==> config.mk <==
export PLATFORM = sky130hd
export DESIGN_NAME = mem_port_arbiter
export DESIGN_NICKNAME = d
export VERILOG_FILES = /design/src/rtl/mem_port_arbiter.sv
export SDC_FILE = /design/constraint.sdc
export NUM_CORES = 1
export LEC_CHECK = 0
export BUFFER_PORTS_ARGS = -buffer_cell sky130_fd_sc_hd__clkbuf_2
export CELL_PAD_IN_SITES_DETAIL_PLACEMENT = 0
export CELL_PAD_IN_SITES_GLOBAL_PLACEMENT = 1
export CORE_ASPECT_RATIO = 0.5
export CORE_UTILIZATION = 42
export DETAILED_ROUTE_END_ITERATION = 10
export MAX_ROUTING_LAYER = met4
export PLACE_DENSITY_LB_ADDON = 0.1
export SLEW_MARGIN = 40
export SYNTH_ARGS = -nofsm -noshare
export SYNTH_HDL_FRONTEND = slang
export SYNTH_SLANG_ARGS = --single-unit
==> constraint.sdc <==
create_clock -name clk -period 3.8 [get_ports clk]
set_clock_uncertainty 0.1 [all_clocks]
set_input_delay 0.38 -clock clk [delete_from_list [all_inputs] [get_ports clk]]
set_output_delay 0.38 -clock clk [all_outputs]
set_load 0.01 [all_outputs]
==> src/rtl/mem_port_arbiter.sv <==
// rtl/mem_port_arbiter.sv - two-requester arbiter serialising 16-bit accesses onto an 8-bit memory
//
// Purpose: arbitrates between a fetch port (reads only) and an execute port
// (loads/stores) and performs each 16-bit access as two byte cycles
// (low byte at A, high byte at A+1) on a single-port byte memory.
//
// Ports:
//   clk, rst                      clock, asynchronous active-high reset
//   halt_program                  blocks new grants; in-flight access completes
//   fetch_req/fetch_addr          fetch request (read word at fetch_addr)
//   fetch_gnt/fetch_done          one-cycle grant / completion pulses
//   fetch_rdata                   last word read for fetch
//   ex_req/ex_we/ex_addr/ex_wdata execute request (load or store)
//   ex_gnt/ex_done                one-cycle grant / completion pulses
//   ex_rdata                      last word loaded for execute
//   mem_en/mem_we/mem_addr/mem_wdata/mem_rdata  byte-memory port (1-cycle read latency)
//   busy                          high whenever a transaction is in flight
module mem_port_arbiter #(
  parameter int ADDR_W = 16
) (
  input  logic              clk,
  input  logic              rst,
  input  logic              halt_program,
  input  logic              fetch_req,
  input  logic [ADDR_W-1:0] fetch_addr,
  output logic              fetch_gnt,
  output logic              fetch_done,
  output logic [15:0]       fetch_rdata,
  input  logic              ex_req,
  input  logic              ex_we,
  input  logic [ADDR_W-1:0] ex_addr,
  input  logic [15:0]       ex_wdata,
  output logic              ex_gnt,
  output logic              ex_done,
  output logic [15:0]       ex_rdata,
  output logic              mem_en,
  output logic              mem_we,
  output logic [ADDR_W-1:0] mem_addr,
  output logic [7:0]        mem_wdata,
  input  logic [7:0]        mem_rdata,
  output logic              busy
);

  typedef enum logic [1:0] {S_IDLE, S_LO, S_HI, S_FIN} state_t;

  // Owner encoding: 0 = fetch, 1 = execute.
  localparam logic OWN_FETCH = 1'b0;
  localparam logic OWN_EX    = 1'b1;

  state_t              state_q, state_d;
  logic [ADDR_W-1:0]   addr_q, addr_d;
  logic                we_q, we_d;
  logic [15:0]         wdata_q, wdata_d;
  logic                owner_q, owner_d;
  logic                last_owner_q, last_owner_d;
  logic [7:0]          lo_byte_q, lo_byte_d;
  logic [15:0]         fetch_rdata_q, fetch_rdata_d;
  logic [15:0]         ex_rdata_q, ex_rdata_d;
  logic                fetch_gnt_q, fetch_gnt_d;
  logic                ex_gnt_q, ex_gnt_d;
  logic                fetch_done_q, fetch_done_d;
  logic                ex_done_q, ex_done_d;

  logic                grant_ok;
  logic                pick_ex;

  assign grant_ok = (state_q == S_IDLE) && !halt_program && (fetch_req || ex_req);
  // Execute wins when alone, or on a tie when fetch owned the previous grant.
  assign pick_ex  = ex_req && (!fetch_req || (last_owner_q == OWN_FETCH));

  // State register
  always_ff @(posedge clk or posedge rst) begin
    if (rst) begin
      state_q <= S_IDLE;
    end else begin
      state_q <= state_d;
    end
  end

  // Next-state logic: fixed IDLE->LO->HI->FIN->IDLE walk, no stalls.
  always_comb begin
    state_d = state_q;
    case (state_q)
      S_IDLE:  if (grant_ok) state_d = S_LO;
      S_LO:    state_d = S_HI;
      S_HI:    state_d = S_FIN;
      S_FIN:   state_d = S_IDLE;
      default: state_d = S_IDLE;
    endcase
  end

  // Datapath registers
  always_ff @(posedge clk or posedge rst) begin
    if (rst) begin
      addr_q        <= '0;
      we_q          <= 1'b0;
      wdata_q       <= '0;
      owner_q       <= OWN_FETCH;
      last_owner_q  <= OWN_FETCH;
      lo_byte_q     <= '0;
      fetch_rdata_q <= '0;
      ex_rdata_q    <= '0;
      fetch_gnt_q   <= 1'b0;
      ex_gnt_q      <= 1'b0;
      fetch_done_q  <= 1'b0;
      ex_done_q     <= 1'b0;
    end else begin
      addr_q        <= addr_d;
      we_q          <= we_d;
      wdata_q       <= wdata_d;
      owner_q       <= owner_d;
      last_owner_q  <= last_owner_d;
      lo_byte_q     <= lo_byte_d;
      fetch_rdata_q <= fetch_rdata_d;
      ex_rdata_q    <= ex_rdata_d;
      fetch_gnt_q   <= fetch_gnt_d;
      ex_gnt_q      <= ex_gnt_d;
      fetch_done_q  <= fetch_done_d;
      ex_done_q     <= ex_done_d;
    end
  end

  // Datapath next values
  always_comb begin
    addr_d        = addr_q;
    we_d          = we_q;
    wdata_d       = wdata_q;
    owner_d       = owner_q;
    last_owner_d  = last_owner_q;
    lo_byte_d     = lo_byte_q;
    fetch_rdata_d = fetch_rdata_q;
    ex_rdata_d    = ex_rdata_q;
    fetch_gnt_d   = 1'b0;
    ex_gnt_d      = 1'b0;
    fetch_done_d  = 1'b0;
    ex_done_d     = 1'b0;
    case (state_q)
      S_IDLE: begin
        if (grant_ok) begin
          owner_d      = pick_ex ? OWN_EX : OWN_FETCH;
          last_owner_d = pick_ex ? OWN_EX : OWN_FETCH;
          addr_d       = pick_ex ? ex_addr : fetch_addr;
          // Fetch is always a read regardless of ex_we.
          we_d         = pick_ex && ex_we;
          wdata_d      = pick_ex ? ex_wdata : 16'h0000;
          ex_gnt_d     = pick_ex;
          fetch_gnt_d  = !pick_ex;
        end
      end
      S_HI: begin
        // Byte read in LO arrives during HI.
        if (!we_q) lo_byte_d = mem_rdata;
      end
      S_FIN: begin
        // Byte read in HI arrives during FIN.
        if (!we_q) begin
          if (owner_q == OWN_EX) ex_rdata_d    = {mem_rdata, lo_byte_q};
          else                   fetch_rdata_d = {mem_rdata, lo_byte_q};
        end
        ex_done_d    = (owner_q == OWN_EX);
        fetch_done_d = (owner_q == OWN_FETCH);
      end
      default: ;
    endcase
  end

  // Output logic: decoded from state so reset clears the memory port at once.
  always_comb begin
    mem_en    = 1'b0;
    mem_we    = 1'b0;
    mem_addr  = '0;
    mem_wdata = '0;
    case (state_q)
      S_LO: begin
        mem_en    = 1'b1;
        mem_we    = we_q;
        mem_addr  = addr_q;
        mem_wdata = wdata_q[7:0];
      end
      S_HI: begin
        mem_en    = 1'b1;
        mem_we    = we_q;
        mem_addr  = addr_q + ADDR_W'(1);
        mem_wdata = wdata_q[15:8];
      end
      default: ;
    endcase
  end

  assign busy        = (state_q != S_IDLE);
  assign fetch_gnt   = fetch_gnt_q;
  assign ex_gnt      = ex_gnt_q;
  assign fetch_done  = fetch_done_q;
  assign ex_done     = ex_done_q;
  assign fetch_rdata = fetch_rdata_q;
  assign ex_rdata    = ex_rdata_q;

endmodule
# After elaboration in Yosys (flattened, before gate mapping)
# Cells that the tools add are included.
# W data, S select, Z words.
[op_classes]
n_addsub = 1
eq_ne = 4
reduce_logical = 16
muxes = 15
n_bitwise = 2
[op_table]
columns = ["operator", "count"]
rows = [
  ["$mux W16", 2],
  ["$pmux W16 S2", 1],
  ["$add A16 B1 Y16 const B", 1],
  ["$pmux W8 S2", 1],
  ["$mux W1", 9],
  ["$pmux W2 S4", 1],
  ["$reduce_and A3 Y1", 2],
  ["$eq A2 B2 Y1 const B", 2],
  ["$logic_and A1 B1 Y1", 4],
  ["$reduce_and A2 Y1", 2],
  ["$logic_not A1 Y1", 3],
  ["$eq A2 B1 Y1 const B", 1],
  ["$logic_not A2 Y1", 1],
  ["$logic_or A1 B1 Y1", 2],
  ["$mux W2", 1],
  ["$ne A2 B2 Y1 const B", 1],
  ["$not A1 Y1", 2],
  ["$reduce_bool A2 Y1", 1],
  ["$reduce_or A2 Y1", 1],
]
[word_totals]
register_bits = 80
in_bits = 62
output_inout_bits = 63
word_cells = 50

# Longest topological paths before layout
[logic_depth]
depth_word = 6
ltp_mapped = 8
mapped_depth_nobuf = 6

# Least setup slack after synthesis
# No wires, ideal clock.
[synth_timing]
path_type = "reg-to-output"
startpoint = "reg state_q[0]"
endpoint = "out mem_addr[15]"
t_arrival_ns = 1.673
t_required_ns = 3.320
n_path_buf = 0
stages_incl_launch_ff = 6
path_slack_ns = 1.647
cell_sequence = "dfrtp_1 inv_1 ha_1 nand2_1 or4_1 nand3_1"
[synth_between]
elab_chain_len = 2
elab_cells_between_ends = 3
classes_between = "eq/ne: 2; mux: 1"
[synth_rtl]
columns = ["element", "line_no", "source"]
rows = [
  ["start: declaration", "50", "state_t state_q, state_d;"],
  ["start signal: assignment", "76", "state_q <= state_d;"],
  ["$eq A2 B2 Y1 or $eq A2 B1 Y1 (tied branches)", "173", "case (state_q)"],
  ["$pmux W16 S2 (*)", "173", ""],
  ["end: declaration", "38", "output logic [ADDR_W-1:0] mem_addr,"],
]
# Mark *: on every way between the ends. The rest lies on a longest branch, timed or not.

# Worst setup path after layout
[layout_timing]
startpoint = "reg state_q[1]"
endpoint = "out mem_addr[13]"
# Same word-level chain as after synthesis.

==> reports/results.tsv <==
metric	value	unit
rows	23	
status	completed	
start_util	45.0	%
htree_levels	3	
clock_sinks	80	
final_max_slew_viol_count	0	
rsz0062_at_grt	no	
die_x	136	µm
synth_edf_count	0	
grt_pass1_wl	14100	µm
final_cell_mix	124 x clkbuf_2, 80 x dfrtp_1, 41 x mux2_2	
p_sw_share	35.0	%
max_freq	330	MHz
drive_above_1_share	44.8	%
cp-end-kind	output port	
instances_no_fill	545	
ios	125	
grt_overflow_total	0	
combPwrFrac	39.6	%
cts_tree	done	
holdPathStages	2	
r2r_cells	5	
peakVddDrop	0.000336	V
worst_pin_slew	548	ps
root_buffer	clkbuf_16	
ys_warn_count	0	
cts_setup_buffers	0	
power_density	890	nW/µm²
antennaDiodeCount	0	
chipHeight	68.8	µm
place.gp.congestion	0.821	
drc_errors	0	
yosysUniqueCellTypes	42	
worstPathRequired	3320	ps
setup_viol	0	
setup_tns	0	ps
clk_latency	330	ps
timing.max_cap.violations	0	
syn2layout_area_growth	28.2	%
p_leak	2.30	nW
vias	2891	
port_buffers	124	
p_int	2.78	mW
syn_area	3750	µm²
grt_max_degree	58	
finalCritPeriodShare	79.7	%
cp_max_fo	20	
clock_path_buffers	2	
slew-limit-headroom	63.5	%
ys_ff_latch	80	
numCtsBuffers	9	
cts_resized	0	
coreArea	8320	µm²
critPathArrivalTime	2550	ps
final_common_cell	clkbuf_2	
finalHoldViolations	0	
hold_class	in -> reg	
synth_nets	377	
pwr-share-clk	23.0	%
async_flop_share	100	%
die-area	9320	µm²
p_switching	1.49	mW
crit_type	reg -> out	
finalCriticalPeriod	3030	ps
synthFlopType	dfrtp_1	
nets	496	
antenna_found_initial	0	
dp.cells	528	
drtIter0Drc	86	
wl_per_cell	16.3	µm
cp-start-kind	flop	
viasPerCell	5.30	
grt_pass1_vias	2870	
dp_hpwl	6160	µm
grt.total_usage	20.6	%
avgSynthCellArea	12.1	µm²
path_clk_slew	60	ps
final_antenna_net_count	0	
dr.pass1.iters	4	
fillers	724	
routed_wirelength	8890	µm
ys_seq_area_share	53.4	%
pwr-share-seq	37.4	%
synth_cells	310	
==> cells by family (layout without fill, tap and decap cells) <==
family / count (synthesis) / after routing / synth area share, %
xor+xnor: 2 / 2 / 0.468
fa+ha+maj: 5 / 5 / 1.67
mux: 42 / 42 / 12.6
compound gates: 73 / 73 / 15.1
simple gates: 78 / 78 / 13.0
flops: 80 / 80 / 53.4
buf+inv: 30 / 153 / 3.77
==> worst max-delay path, stage by stage, from the launching register on <==
cell and delay [ps]:
dfrtp_1 380, inv_1 80, ha_1 600, nand2_1 340, or4_1 590, nand3_1 90, clkbuf_2 130
==> per-stage QoR <==
| stage | area [µm²] | total power [mW] | util [%] | worst slack, ps | hold WS [ps] |
|---|---|---|---|---|---|
| 6_report | 4800 | 4.27 | 57.7 | 773 | 162 |
| 3_3_place_gp | 4430 | 3.22 | 53.3 | 1210 | 387 |
| 3_5_place_dp | 4430 | 3.32 | 53.3 | 1110 | 347 |
| 2_1_floorplan | 3750 | 2.70 | - | 1270 | 374 |
| 4_1_cts | 4780 | 4.32 | 57.5 | 763 | 151 |
| 5_1_grt | 4800 | 4.56 | 57.7 | 565 | 154 |
==> cell type report <==
cell class / count / area [µm²] / area share [%]
Clock inverter: 6 / 115 / 2.40
Clock buffer: 9 / 225 / 4.69
Tap cell: 112 / 140 / 2.92
Multi-Input combinational cell: 200 / 1610 / 33.4
Sequential cell: 80 / 2000 / 41.7
Timing Repair Buffer: 131 / 682 / 14.2
Inverter: 7 / 31.3 / 0.652
==> registers in the layout, summed over array words and instances (netlist names) <==
name          cells
addr_q           16
fetch_rdata      16
last_owner_q      1
state_q           2
fetch_done        1
ex_done           1
fetch_gnt         1
ex_gnt            1
wdata_q          16
lo_byte_q         8
ex_rdata         16
we_q              1
==> power groups by stage <==
stage,clock (mW),combinational [mW],sequential [mW]
finish,0.983,1.69,1.60
global route,1.05,1.86,1.66
CTS,1.01,1.71,1.60
detailed placement,0,1.71,1.61
global placement,0,1.65,1.57
floorplan,0,1.10,1.60
==> cells in the mapped netlist (2+ instances only) <==
cell type,n,share of area [%]
a22o_1,17,4.0
ha_1,5,1.7
and2_1,7,1.2
o21ai_0,12,1.6
clkbuf_1,8,0.80
or4_1,2,0.40
and2_0,14,2.3
nor3b_1,2,0.40
nand2_1,10,1.0
a21o_1,3,0.60
dfrtp_1,80,53
nand4_1,5,0.84
buf_2,11,1.5
xor2_1,2,0.47
mux2_2,41,12
nand3_1,6,0.80
a22oi_1,9,1.8
and3_1,3,0.50
or3_1,3,0.50
a221o_1,16,4.3
nor2b_1,15,2.5
a21boi_0,2,0.40
a21oi_1,7,0.94
buf_4,2,0.40
inv_1,7,0.70
a41oi_1,2,0.47
nand2b_1,3,0.50
o211ai_1,2,0.40
==> metal layers <==
layer | global-route usage, % | vias up | wire length (µm)
li1 | - | 1379 | -
met1 | 24.1 | 1418 | 3900
met2 | 35.7 | 88 | 4440
met3 | 5.41 | 6 | 484
met4 | 5.90 | 0 | 63
met5 | - | - | 0
==> repair_timing <==
| action | 4_1_cts | 5_1_grt |
|---|---|---|
| endpoints found under the hold margin | 45 | 0 |
| hold buffers | 1 | 0 |
| setup endpoints to repair | 0 | 0 |
==> worst paths after layout <==
kind | start | to | slack, ps
setup / recovery | state_q[1]$_DFFE_PP0P_ | mem_addr[13] | 770
hold / removal | ex_wdata[11] | wdata_q[11]$_DFFE_PP0P_ | 160
setup reg to reg | state_q[0]$_DFFE_PP0P_ | lo_byte_q[3]$_DFFE_PP0P_ | 1630
hold reg to reg | fetch_rdata[11]$_DFFE_PP0P_ | fetch_rdata[11]$_DFFE_PP0P_ | 400
max in group asynchronous | rst | ex_rdata[12]$_DFFE_PP0P_ | 2370
min in group asynchronous | rst | ex_rdata[5]$_DFFE_PP0P_ | 540
(Power assumes the default switching activity.)
